**src/rtl/splash_drawer.sv**
```systemverilog
// splash_drawer: sweeps the full screen once per rising edge of showTitle or
// showGameOver, reading a 1-cycle-latency image ROM and emitting one VGA
// pixel write per cycle. Idle (plot=0, busy=0) between sweeps.
module splash_drawer #(
    parameter int SCR_W    = 160,
    parameter int SCR_H    = 120,
    parameter int X_W      = 8,
    parameter int Y_W      = 7,
    parameter int ADDR_W   = 15,
    parameter int COLOUR_W = 3
) (
    input  logic                clk,
    input  logic                rst,
    input  logic                showTitle,
    input  logic                showGameOver,
    input  logic [COLOUR_W-1:0] rom_data,
    output logic [ADDR_W-1:0]   rom_addr,
    output logic                rom_sel,
    output logic [X_W-1:0]      x,
    output logic [Y_W-1:0]      y,
    output logic [COLOUR_W-1:0] colour,
    output logic                plot,
    output logic                busy,
    output logic                done
);

    typedef enum logic [1:0] {IDLE, DRAW, FLUSH} state_t;

    localparam logic [X_W-1:0] X_LAST = X_W'(SCR_W - 1);
    localparam logic [Y_W-1:0] Y_LAST = Y_W'(SCR_H - 1);

    state_t         state;
    logic           prev_t, prev_g;
    logic [X_W-1:0] cx;
    logic [Y_W-1:0] cy;
    // Coordinates of the pixel whose ROM read is in flight, plus its valid bit
    logic [X_W-1:0] px;
    logic [Y_W-1:0] py;
    logic           pv;

    logic rise_t, rise_g, start, abort, last;

    // Edge detection and sweep start/restart decisions
    always_comb begin
        rise_t = showTitle & ~prev_t;
        rise_g = showGameOver & ~prev_g;
        // A fresh sweep may begin from IDLE, or straight out of FLUSH so a
        // rise landing on the final cycle is not lost.
        start  = (state != DRAW) & (rise_t | rise_g);
        // Only the other image's flag interrupts a sweep; game-over wins ties.
        abort  = (state == DRAW) &
                 ((~rom_sel & rise_g) | (rom_sel & rise_t & ~rise_g));
        last   = (cx == X_LAST) & (cy == Y_LAST);
    end

    // Sweep FSM, raster counters, fetch/plot pipeline and registered outputs
    always_ff @(posedge clk or posedge rst) begin
        if (rst) begin
            state    <= IDLE;
            prev_t   <= 1'b0;
            prev_g   <= 1'b0;
            cx       <= '0;
            cy       <= '0;
            px       <= '0;
            py       <= '0;
            pv       <= 1'b0;
            rom_addr <= '0;
            rom_sel  <= 1'b0;
            x        <= '0;
            y        <= '0;
            colour   <= '0;
            plot     <= 1'b0;
            busy     <= 1'b0;
            done     <= 1'b0;
        end else begin
            prev_t <= showTitle;
            prev_g <= showGameOver;

            // Plot stage: ROM data now answers the address issued last cycle
            x      <= px;
            y      <= py;
            colour <= rom_data;
            plot   <= pv;
            done   <= (state == FLUSH);

            // Fetch stage: the address on the bus this cycle is latched by the ROM
            pv <= (state == DRAW);
            px <= cx;
            py <= cy;

            case (state)
                IDLE, FLUSH: begin
                    if (start) begin
                        state    <= DRAW;
                        rom_sel  <= rise_g;
                        cx       <= '0;
                        cy       <= '0;
                        rom_addr <= '0;
                        busy     <= 1'b1;
                    end else begin
                        state <= IDLE;
                        busy  <= 1'b0;
                    end
                end
                DRAW: begin
                    if (abort) begin
                        rom_sel  <= ~rom_sel;
                        cx       <= '0;
                        cy       <= '0;
                        rom_addr <= '0;
                    end else if (last) begin
                        state <= FLUSH;
                    end else begin
                        rom_addr <= rom_addr + 1'b1;
                        if (cx == X_LAST) begin
                            cx <= '0;
                            cy <= cy + 1'b1;
                        end else begin
                            cx <= cx + 1'b1;
                        end
                    end
                end
                default: begin
                    state <= IDLE;
                    busy  <= 1'b0;
                end
            endcase
        end
    end

endmodule

```
**config.mk**
```make
export PLATFORM = sky130hd
export DESIGN_NAME = splash_drawer
export DESIGN_NICKNAME = d
export VERILOG_FILES = /design/src/rtl/splash_drawer.sv
export SDC_FILE = /design/constraint.sdc
export NUM_CORES = 1
export LEC_CHECK = 0
export CAP_MARGIN = 30
export CORE_ASPECT_RATIO = 0.6
export CORE_MARGIN = 5
export CORE_UTILIZATION = 35
export DETAILED_ROUTE_END_ITERATION = 6
export GPL_TIMING_DRIVEN = 0
export PLACE_DENSITY_LB_ADDON = 0.15
export SKIP_CTS_REPAIR_TIMING = 1
export SYNTH_ARGS = -nofsm -noshare
export SYNTH_HDL_FRONTEND = slang
export SYNTH_SLANG_ARGS = --single-unit
export TNS_END_PERCENT = 100
```
**constraint.sdc**
```tcl
create_clock -name clk -period 2.4 [get_ports clk]
set_clock_uncertainty 0.05 [all_clocks]
set_input_delay 0.48 -clock clk [delete_from_list [all_inputs] [get_ports clk]]
set_output_delay 0.48 -clock clk [all_outputs]
set_load 0.005 [all_outputs]
```
==> run metrics, run 1 <==
number of I/O pins 44; Synth async-reset ratio 100%; flop2flop setup slack 320 ps; final setup violation count 0; First-pass DRT Iterations 4; clk slew on worst S/H paths 60 ps; total grt overflow 0; Psw about 750 µW; DP HPWL 3750 µm; CTS sink count between 70 and 80; Worst Tran Pin Value approximately 870 ps; CTS Buffer Depth 2; Max Transition Viols Final 0; drt wl/cell 13.9 µm; buffers and inverters on the worst path 2; cell depth of the worst flop-to-flop path 6; pre-CTS WS -82.9 ps; Clock H-tree levels 3; combinational cell fraction of total power 11.2%; worst hold path cell count 0; n_diodes 0; Avg Cell Area, Syn 11.7 µm²; min cycle time layout ~2100 ps; Max Cap Viol 0; CTS tree built; Via density 4.88; vias in the first global route about 1900; synthesized area roughly 2800 µm²; crit-path max FO 10; Vias between 1500 and 2000; HP Start py[0]; met1 wire length between 2000 and 3000 µm; Post-synth top flop dfrtp_1; first-pass GRT wire length 9550 µm; RSZ-0062 raised after global routing false; final setup TNS 0 ps; multi-input logic area 927 µm²; setup ws final 301 ps; Highest Signal Layer met4; Power Density 854 nW/µm²; root buf cell clkbuf_16; Area Overhead vs Synth 31.8%; die area 9860 µm²; synth unique cells 38; Post-synth EDFFs 0; met3 wire length 381 µm; Post-Route WL 5630 µm; Pleak around 1.6 nW; Clock Power Share 42.8%; critical path's most frequent cell o31ai_1; Final Cycle Share 87.4%; WS Path Type input pin to register; Synth Register Bits a little over 70; Max stage delay cell, worst path clkdlybuf4s50_1; initial DRC count approximately 120; number of CTS-inserted buffers 9; drc violations 0; total core area 7790 µm²; share of cells above drive strength 1 10.1%; final-stage net count 302; Skew-Pair Late Insertion Delay 330 ps; slowest stage delay, CP 490 ps; Post-Route Hold Slack between 200 and 300 ps; starting density of the core a little over a third; startpoint types input pin; CP delay by family, top buffers and inverters; width of the die 125 µm; Worst slew margin 42.1%; worst vdd ir 0.000391 V; WHS Endpoint y[0]; hold crit path type register to register; die height 79.0 µm; IO Port Bufs between 40 and 50; Pwr Total approximately 3.1 mW; RR Endpoint cy[4]; register area around 1800 µm²; reg2reg start cx[0]; sequential fraction of the synthesis area roughly two thirds; status finished, final reports clean; Synth Instances 237; Final Cell Area 3660 µm²; YS warnings 0; GRT Total Usage 12.4%; Max Fclk ~480 MHz; sw frac about a quarter; sequential group share of total power 46.1%; number of core rows 25; Cell Area, Placed 3340 µm²; CP Depth 7; syn_nets 247; initial antenna violation count 0; Final GP Congestion between 0.7 and 0.8; CP required approximately 2600 ps; final hold violation count 0; fill count 700; Post-DRT Antenna Nets 0; routed wl met2 2200 µm; cells along the critical path clkdlybuf4s50_1 > or3b_4 > o211ai_1 > buf_2 > a21oi_1 > o31ai_1 > o31ai_1; WP data arrival ~2300 ps; largest net degree at the start of global routing 73; Power Internal 2.37 mW; CP Capture Type register
==> power by group through the flow <==
stage	Combinational, mW	Sequential, mW	Clock [mW]
final	0.349	1.44	1.33
after global routing	0.394	1.46	1.42
after CTS	0.359	1.44	1.37
after detailed placement	0.358	1.46	0
after global placement	0.347	1.46	0
after floorplan	0.159	1.45	0
==> worst max-delay path by stage <==
stage	start	slack [ps]	end
finish	showGameOver	300	cy[4]
global route	cx[0]	90	rom_addr[6]
CTS	cx[0]	260	rom_addr[5]
detailed placement	showGameOver	-80	rom_addr[6]
global placement	rst	-1180	rom_addr[1]
floorplan	rst	50	busy
==> cell usage after synthesis, drive strengths merged, types with 2 or more instances <==
| cell type | n | area [µm²] |
|---|---|---|
| o41ai | 5 | 43.8 |
| nor2 | 21 | 78.8 |
| nand2 | 23 | 86.3 |
| inv | 4 | 15.0 |
| dfrtp | 72 | 1800 |
| o31ai | 17 | 141 |
| nand4 | 4 | 25.0 |
| and2b | 3 | 25.0 |
| o21ai | 29 | 145 |
| a31oi | 3 | 18.8 |
| and3 | 3 | 18.8 |
| a22o | 3 | 26.3 |
| o211ai | 2 | 20.0 |
| ha | 3 | 37.5 |
| nand3 | 13 | 65.1 |
| and2 | 5 | 31.3 |
| a21oi | 5 | 25.0 |
| buf | 5 | 25.0 |
| nand2b | 2 | 12.5 |
==> cells by family (layout without fill, tap and decap cells) <==
logic type      count (synthesis)  count (layout)  synth area share [%]
buf+inv                        10              70                  1.62
compound gates                 67              67                  16.5
simple gates                   83              83                  14.9
mux                             1               1                 0.406
xor+xnor                        1               1                 0.316
fa+ha+maj                       3               3                  1.35
flops                          72              72                  65.0
==> cells in the final DEF, fill, tap and decap left out, types with 2 or more instances in the layout <==
cell type        instances
nand4_1                  4
buf_2                    5
nand2b_1                 2
clkbuf_16                9
and2_1                   2
ha_1                     3
and2b_1                  2
a31oi_1                  3
a21oi_1                  5
clkinvlp_4               2
clkdlybuf4s50_1         43
nand3_1                 13
and2_0                   3
nand2_1                 23
a22o_1                   3
inv_1                    3
dfrtp_1                 72
o31ai_1                 16
o41ai_1                  5
o21ai_0                 29
nor2_1                  21
and3_1                   3
==> metal layers <==
| layer | vias to the layer above | global-route usage (%) |
|---|---|---|
| li1 | 969 | - |
| met4 | 0 | 5.30 |
| met1 | 939 | 17.1 |
| met3 | 8 | 5.51 |
| met2 | 62 | 16.9 |
| met5 | - | 0 |
==> cell type report <==
class                      instances  share of cell area (%)
sequential                        72                    49.3
inverter                           4                   0.479
timing repair buffer              44                    12.0
clock buffer                      10                    6.54
multi-input combinational        155                    25.4
tap                              108                    3.70
clock inverter                     6                    1.85
buffer                             6                   0.821
==> metrics by stage <==
stage          utilization, %  cells
6_report                 46.9    405
5_1_grt                  46.9    405
4_1_cts                  46.8    404
3_5_place_dp             42.9    388
3_3_place_gp             42.9    388
2_1_floorplan               -    237
==> registers in the layout (all words and copies together), names as in the netlist, 2 cells and up <==
register / count
rom_addr: 15
cx: 8
px: 8
x: 8
cy: 7
py: 7
y: 7
colour: 3
state: 2
(Power assumes the default switching activity.)
==> run 2: changes to the inputs <==
- CORE_UTILIZATION: 35 -> 47
==> run 2 against run 1 <==
Effect of this change:
- final cell count is 7.2% lower
- sequential power about the same
- worst hold slack gained 0.78 ps
- maximum frequency shrank 2.5%
- global-route usage increased by 3.9 points
- flip-flop and latch count unchanged
- via count is 1.0% higher
- non-clock buffer count decreased by 1
- power fell by 16%
- clock-buffer cell count is the same
- first-iteration DRC count down 7.8%
- core utilization increased by 15 points
- highest routed layer unchanged
- largest power group unchanged
==> run metrics, run 2 (synthesis results as in run 1) <==
number of CTS-inserted buffers 9 (unchanged); clk slew on worst S/H paths 80 ps (+20 ps); worst vdd ir 0.000517 V (+32%); cells along the critical path clkdlybuf4s50_1 > and2b_4 > o31ai_4 > o21bai_4 > buf_2 > o21ai_0 > o41ai_1; Pwr Total 2.61 mW (-16%); drc violations 0 (unchanged); Post-Route WL 5570 µm (-1.1%); final setup violation count 0 (unchanged); Power Density 751 nW/µm² (-12%); GRT Total Usage 16.3% (+3.9 points); number of I/O pins 44 (unchanged); width of the die 109 µm (-13%); starting density of the core 49.1% (+13 points); final hold violation count 0 (unchanged); Max stage delay cell, worst path clkdlybuf4s50_1; CTS Buffer Depth 2 (unchanged); largest reg by FF count rom_addr; Cell Area, Placed 3310 µm² (-1.0%); Final GP Congestion 0.859 (+9.0%); RSZ-0062 raised after global routing false; WS Path Type input pin to register; Final Cycle Share 89.7% (+2.2 points); most common cell after layout, fill and taps aside dfrtp_1; Max Cap Viol 0 (unchanged); min cycle time layout 2150 ps (+53.9 ps); Vias 1998 (+1.0%); hold crit path type register to register; vias in the first global route 1936 (+2.7%); reg2reg start cx[0]; status finished, final reports clean; Via density 5.31 (+8.8%); drt wl/cell 14.8 µm (+6.6%); WP data arrival 2330 ps (+80 ps); die area 7590 µm² (-23%); Post-DRT Antenna Nets 0 (unchanged); CP required 2580 ps (+30 ps); CP delay by family, top compound AO/OA/AOI/OAI gates; root buf cell clkbuf_8; buffers and inverters on the worst path 2 (unchanged); n_diodes 0 (unchanged); final-stage net count 301 (-0.33%); most frequent cells in the layout 72 x dfrtp_1, 43 x clkdlybuf4s50_1, 29 x o21ai_0; Clock H-tree levels 3 (unchanged); slowest stage delay, CP 450 ps (-40 ps); Skew-Pair Late Insertion Delay 350 ps (+20 ps); crit-path max FO 10 (unchanged); Worst slew margin 44.3% (+2.1 points); first-pass GRT wire length 9570 µm (+0.22%); max FFs per register 15 (unchanged); CTS tree built; Final Cell Area 3480 µm² (-4.8%); DP HPWL 3760 µm (+0.30%); CP Capture Type register; Post-Route Hold Slack 294 ps (+0.776 ps); Max Transition Viols Final 0 (unchanged); initial DRC count 107 (-7.8%); total core area 5650 µm² (-27%); Max Fclk 465 MHz (-2.5%); Worst Tran Pin Value 836 ps (-31.8 ps); Worst setup startpoint showGameOver; HP Start pv; total grt overflow 0 (unchanged); Pleak 1.49 nW (-4.3%); Area Overhead vs Synth 25.5%; die height 69.5 µm (-12%); number of core rows 21 (-16%); initial antenna violation count 0 (unchanged); share of cells above drive strength 1 9.46% (-0.64 points); IO Port Bufs 43 (unchanged); First-pass DRT Iterations 4 (unchanged); CTS sink count 72 (unchanged); startpoint types input pin; largest net degree at the start of global routing 73 (unchanged)
-- run 2: cell types whose count changed in the layout (fill, tap and decap cells not counted), sizes merged --
cell / previous run / this run
buf: 6 / 5
inv: 5 / 4
bufinv: 1 / 0
clkinv: 2 / 4
-- run 2: worst reg2reg max path, cell delays in order (launching register included) --
cell and delay, ps:
dfrtp_1 420, ha_1 250, and4_1 250, and2_1 200
a21oi_1 580, o21ai_0 170, o31ai_1 100
-- run 2: layer usage --
metal / up-vias / track usage (%) / share of wire [%]
met5: - / 0 / 0
met4: 0 / 4.98 / 0.81
met3: 6 / 7.81 / 8.0
met2: 58 / 22.0 / 42
met1: 965 / 23.1 / 49
li1: 969 / - / -
-- run 2: layout make-up --
class | count | area, µm²
multi-input combinational | 155 | 927
sequential | 72 | 1800
inverter | 4 | 17.5
timing repair buffer | 43 | 430
tap | 80 | 100
clock inverter | 6 | 46.3
fill | 477 | 2170
clock buffer | 10 | 128
buffer | 6 | 30.0
-- run 2: worst paths after layout --
check | end | slack [ps] | depth (start not counted)
max in group asynchronous | busy | 1150 | 2
worst max register to register | cy[1] | 270 | 6
worst min register to register | plot | 290 | 0
worst min-delay path | plot | 290 | 0
min in group asynchronous | colour[0] | 620 | 2
worst max-delay path | rom_addr[5] | 250 | 7
-- run 2: metrics by stage --
stage | instances | util [%] | setup TNS (ps) | setup WS (ps)
2_1_floorplan | 237 | - | 0 | 45.1
3_3_place_gp | 360 | 58.5 | -77750 | -1080
3_5_place_dp | 360 | 58.5 | -1020 | -114
4_1_cts | 376 | 61.6 | 0 | 272
5_1_grt | 376 | 61.6 | 0 | 73.9
6_report | 376 | 61.6 | 0 | 248
-- run 2: power by group --
part	internal [mW]	total [mW]	leakage [nW]	switching, mW
Sequential	1.34	1.44	0.954	0.0987
Clock	0.378	0.830	0.0824	0.453
Combinational	0.193	0.345	0.458	0.151
==> run 3: changes to the inputs <==
- CORE_UTILIZATION: 47 -> 50
- DONT_BUFFER_PORTS: default -> 1
==> run 3 against run 2 <==
Effect of this change:
- register-to-register slack improved by 30 ps
- final cell count decreased by 14%
- maximum frequency increased by 2.3%
- routed wire length decreased by 4.4%
- clock power increased by 39%
- largest cell class unchanged
- largest power group unchanged
==> run metrics, run 3 (synthesis results as in run 1) <==
die area 7190 µm² (-5.3%); Power Internal 2.11 mW (+11%); total core area 5470 µm² (-3.3%); DP HPWL 3460 µm (-8.0%); Post-Route WL 5320 µm (-4.4%); max FFs per register 15 (unchanged); share of cells above drive strength 1 11.1% (+1.6 points); Worst Setup EP cy[6]; worst hold path cell count 0 (unchanged); Skew-Pair Late Insertion Delay 350 ps (about the same); WP data arrival 2280 ps (-50 ps); Psw 682 µW (-3.0%); sw frac 24.4% (-2.5 points); clk slew on worst S/H paths 80 ps (about the same); Post-Route Hold Slack 111 ps (-182 ps); first-pass GRT wire length 9140 µm (-4.5%); width of the die 106 µm (-2.8%); Max Transition Viols Final 0 (unchanged); CP Capture Type register; Final GP Congestion 0.806 (-6.3%); combinational cell fraction of total power 7.0% (-6.2 points); Final Cycle Share 87.6% (-2.0 points); reg2reg start cx[0]; IO Port Bufs 0 (-100%); Vias 1849 (-7.5%); RSZ-0062 raised after global routing false; worst vdd ir 0.000486 V (-6.0%); die height 67.7 µm (-2.6%); CP required 2580 ps (about the same); WS Path Type register to register; CTS tree built; CTS sink count 72 (unchanged); number of CTS-inserted buffers 9 (unchanged); Pleak 1.37 nW (-8.0%); Pwr Total 2.79 mW (+6.9%); root buf cell clkbuf_8; crit-path max FO 8 (-2); status finished, final reports clean; Via density 5.74 (+8.1%); flop2flop setup slack 300 ps (+30 ps); Max Fclk 475 MHz (+2.3%); largest reg by FF count rom_addr; final setup TNS 0 ps (unchanged); final-stage net count 258 (-14%); Post-DRT Antenna Nets 0 (unchanged); min cycle time layout 2100 ps (-48.8 ps); drt wl/cell 16.5 µm (+12%); RR Endpoint cy[6]; HP Start showTitle; most common cell after layout, fill and taps aside dfrtp_1; number of core rows 21 (unchanged); setup ws final 296 ps (+48.8 ps); number of I/O pins 44 (unchanged); sequential group share of total power 52.0% (-3.0 points); initial DRC count 135 (+26%); n_diodes 0 (unchanged); largest net degree at the start of global routing 73 (unchanged); drc violations 0 (unchanged); CTS Buffer Depth 2 (unchanged); pre-CTS WS 318 ps (+432 ps); Power Density 899 nW/µm² (+20%); hold crit path type input pin to register; starting density of the core 50.8% (+1.7 points); initial antenna violation count 0 (unchanged); Clock H-tree levels 3 (unchanged); most frequent cells in the layout 72 x dfrtp_1, 29 x o21ai_0, 23 x nand2_1; Clock Power Share 41.0% (+9.2 points); total grt overflow 0 (unchanged); startpoint types register; GRT Total Usage 17.0% (+0.67 points); Area Overhead vs Synth 12.0%; First-pass DRT Iterations 4 (unchanged); cell depth of the worst flop-to-flop path 6 (unchanged); Worst setup startpoint cx[0]; Max Cap Viol 0 (unchanged); fill count 475 (-0.42%); final hold violation count 0 (unchanged); Worst Tran Pin Value 840 ps (+3.59 ps); vias in the first global route 1837 (-5.1%); Worst slew margin 44.0% (-0.24 points); final setup violation count 0 (unchanged)
[run 3: worst min path at each step]
stage                           end  slack [ps]
after floorplan                plot         280
after global placement         x[3]         280
after detailed placement       x[0]         280
after CTS                 colour[1]          90
after global routing      colour[1]          80
final                        prev_t         110
[run 3: final cells by class]
class                           instances  area, µm²  area share [%]
Clock buffer                           10        128            4.11
Buffer                                  6       30.0           0.967
Inverter                                4       17.5           0.564
Multi-Input combinational cell        155        927            29.9
Tap cell                               69       86.3            2.78
Clock inverter                          6        115            3.71
Sequential cell                        72       1800            58.0
[run 3: through the flow]
| stage | std cells | util (%) | instance area, µm² |
|---|---|---|---|
| after floorplan | 237 | - | 2770 |
| after global placement | 306 | 52.3 | 2860 |
| after detailed placement | 306 | 52.4 | 2860 |
| after CTS | 322 | 56.8 | 3110 |
| after global routing | 322 | 56.8 | 3110 |
| final | 322 | 56.8 | 3110 |
[run 3: power groups by stage]
stage               sequential, mW  combinational (mW)  clock, mW
finish                        1.45               0.195       1.15
floorplan                     1.45               0.159          0
detailed placement            1.47               0.197          0
global route                  1.47               0.234       1.24
global placement              1.47               0.190          0
CTS                           1.45               0.197       1.18
[run 3: metal layers]
metal / up-vias / part of all wire, % / track usage, %
met1: 899 / 48 / 22.3
met2: 69 / 42 / 24.0
li1: 876 / - / -
met3: 5 / 9.0 / 7.64
met4: 0 / 0.73 / 8.24
met5: - / 0 / 0
[run 3: critical path, stage by stage, from the launching register on]
cell	delay, ps
dfrtp_1	420
ha_1	250
and4_1	250
and2_1	210
a21oi_1	530
o31ai_1	170
o41ai_1	100
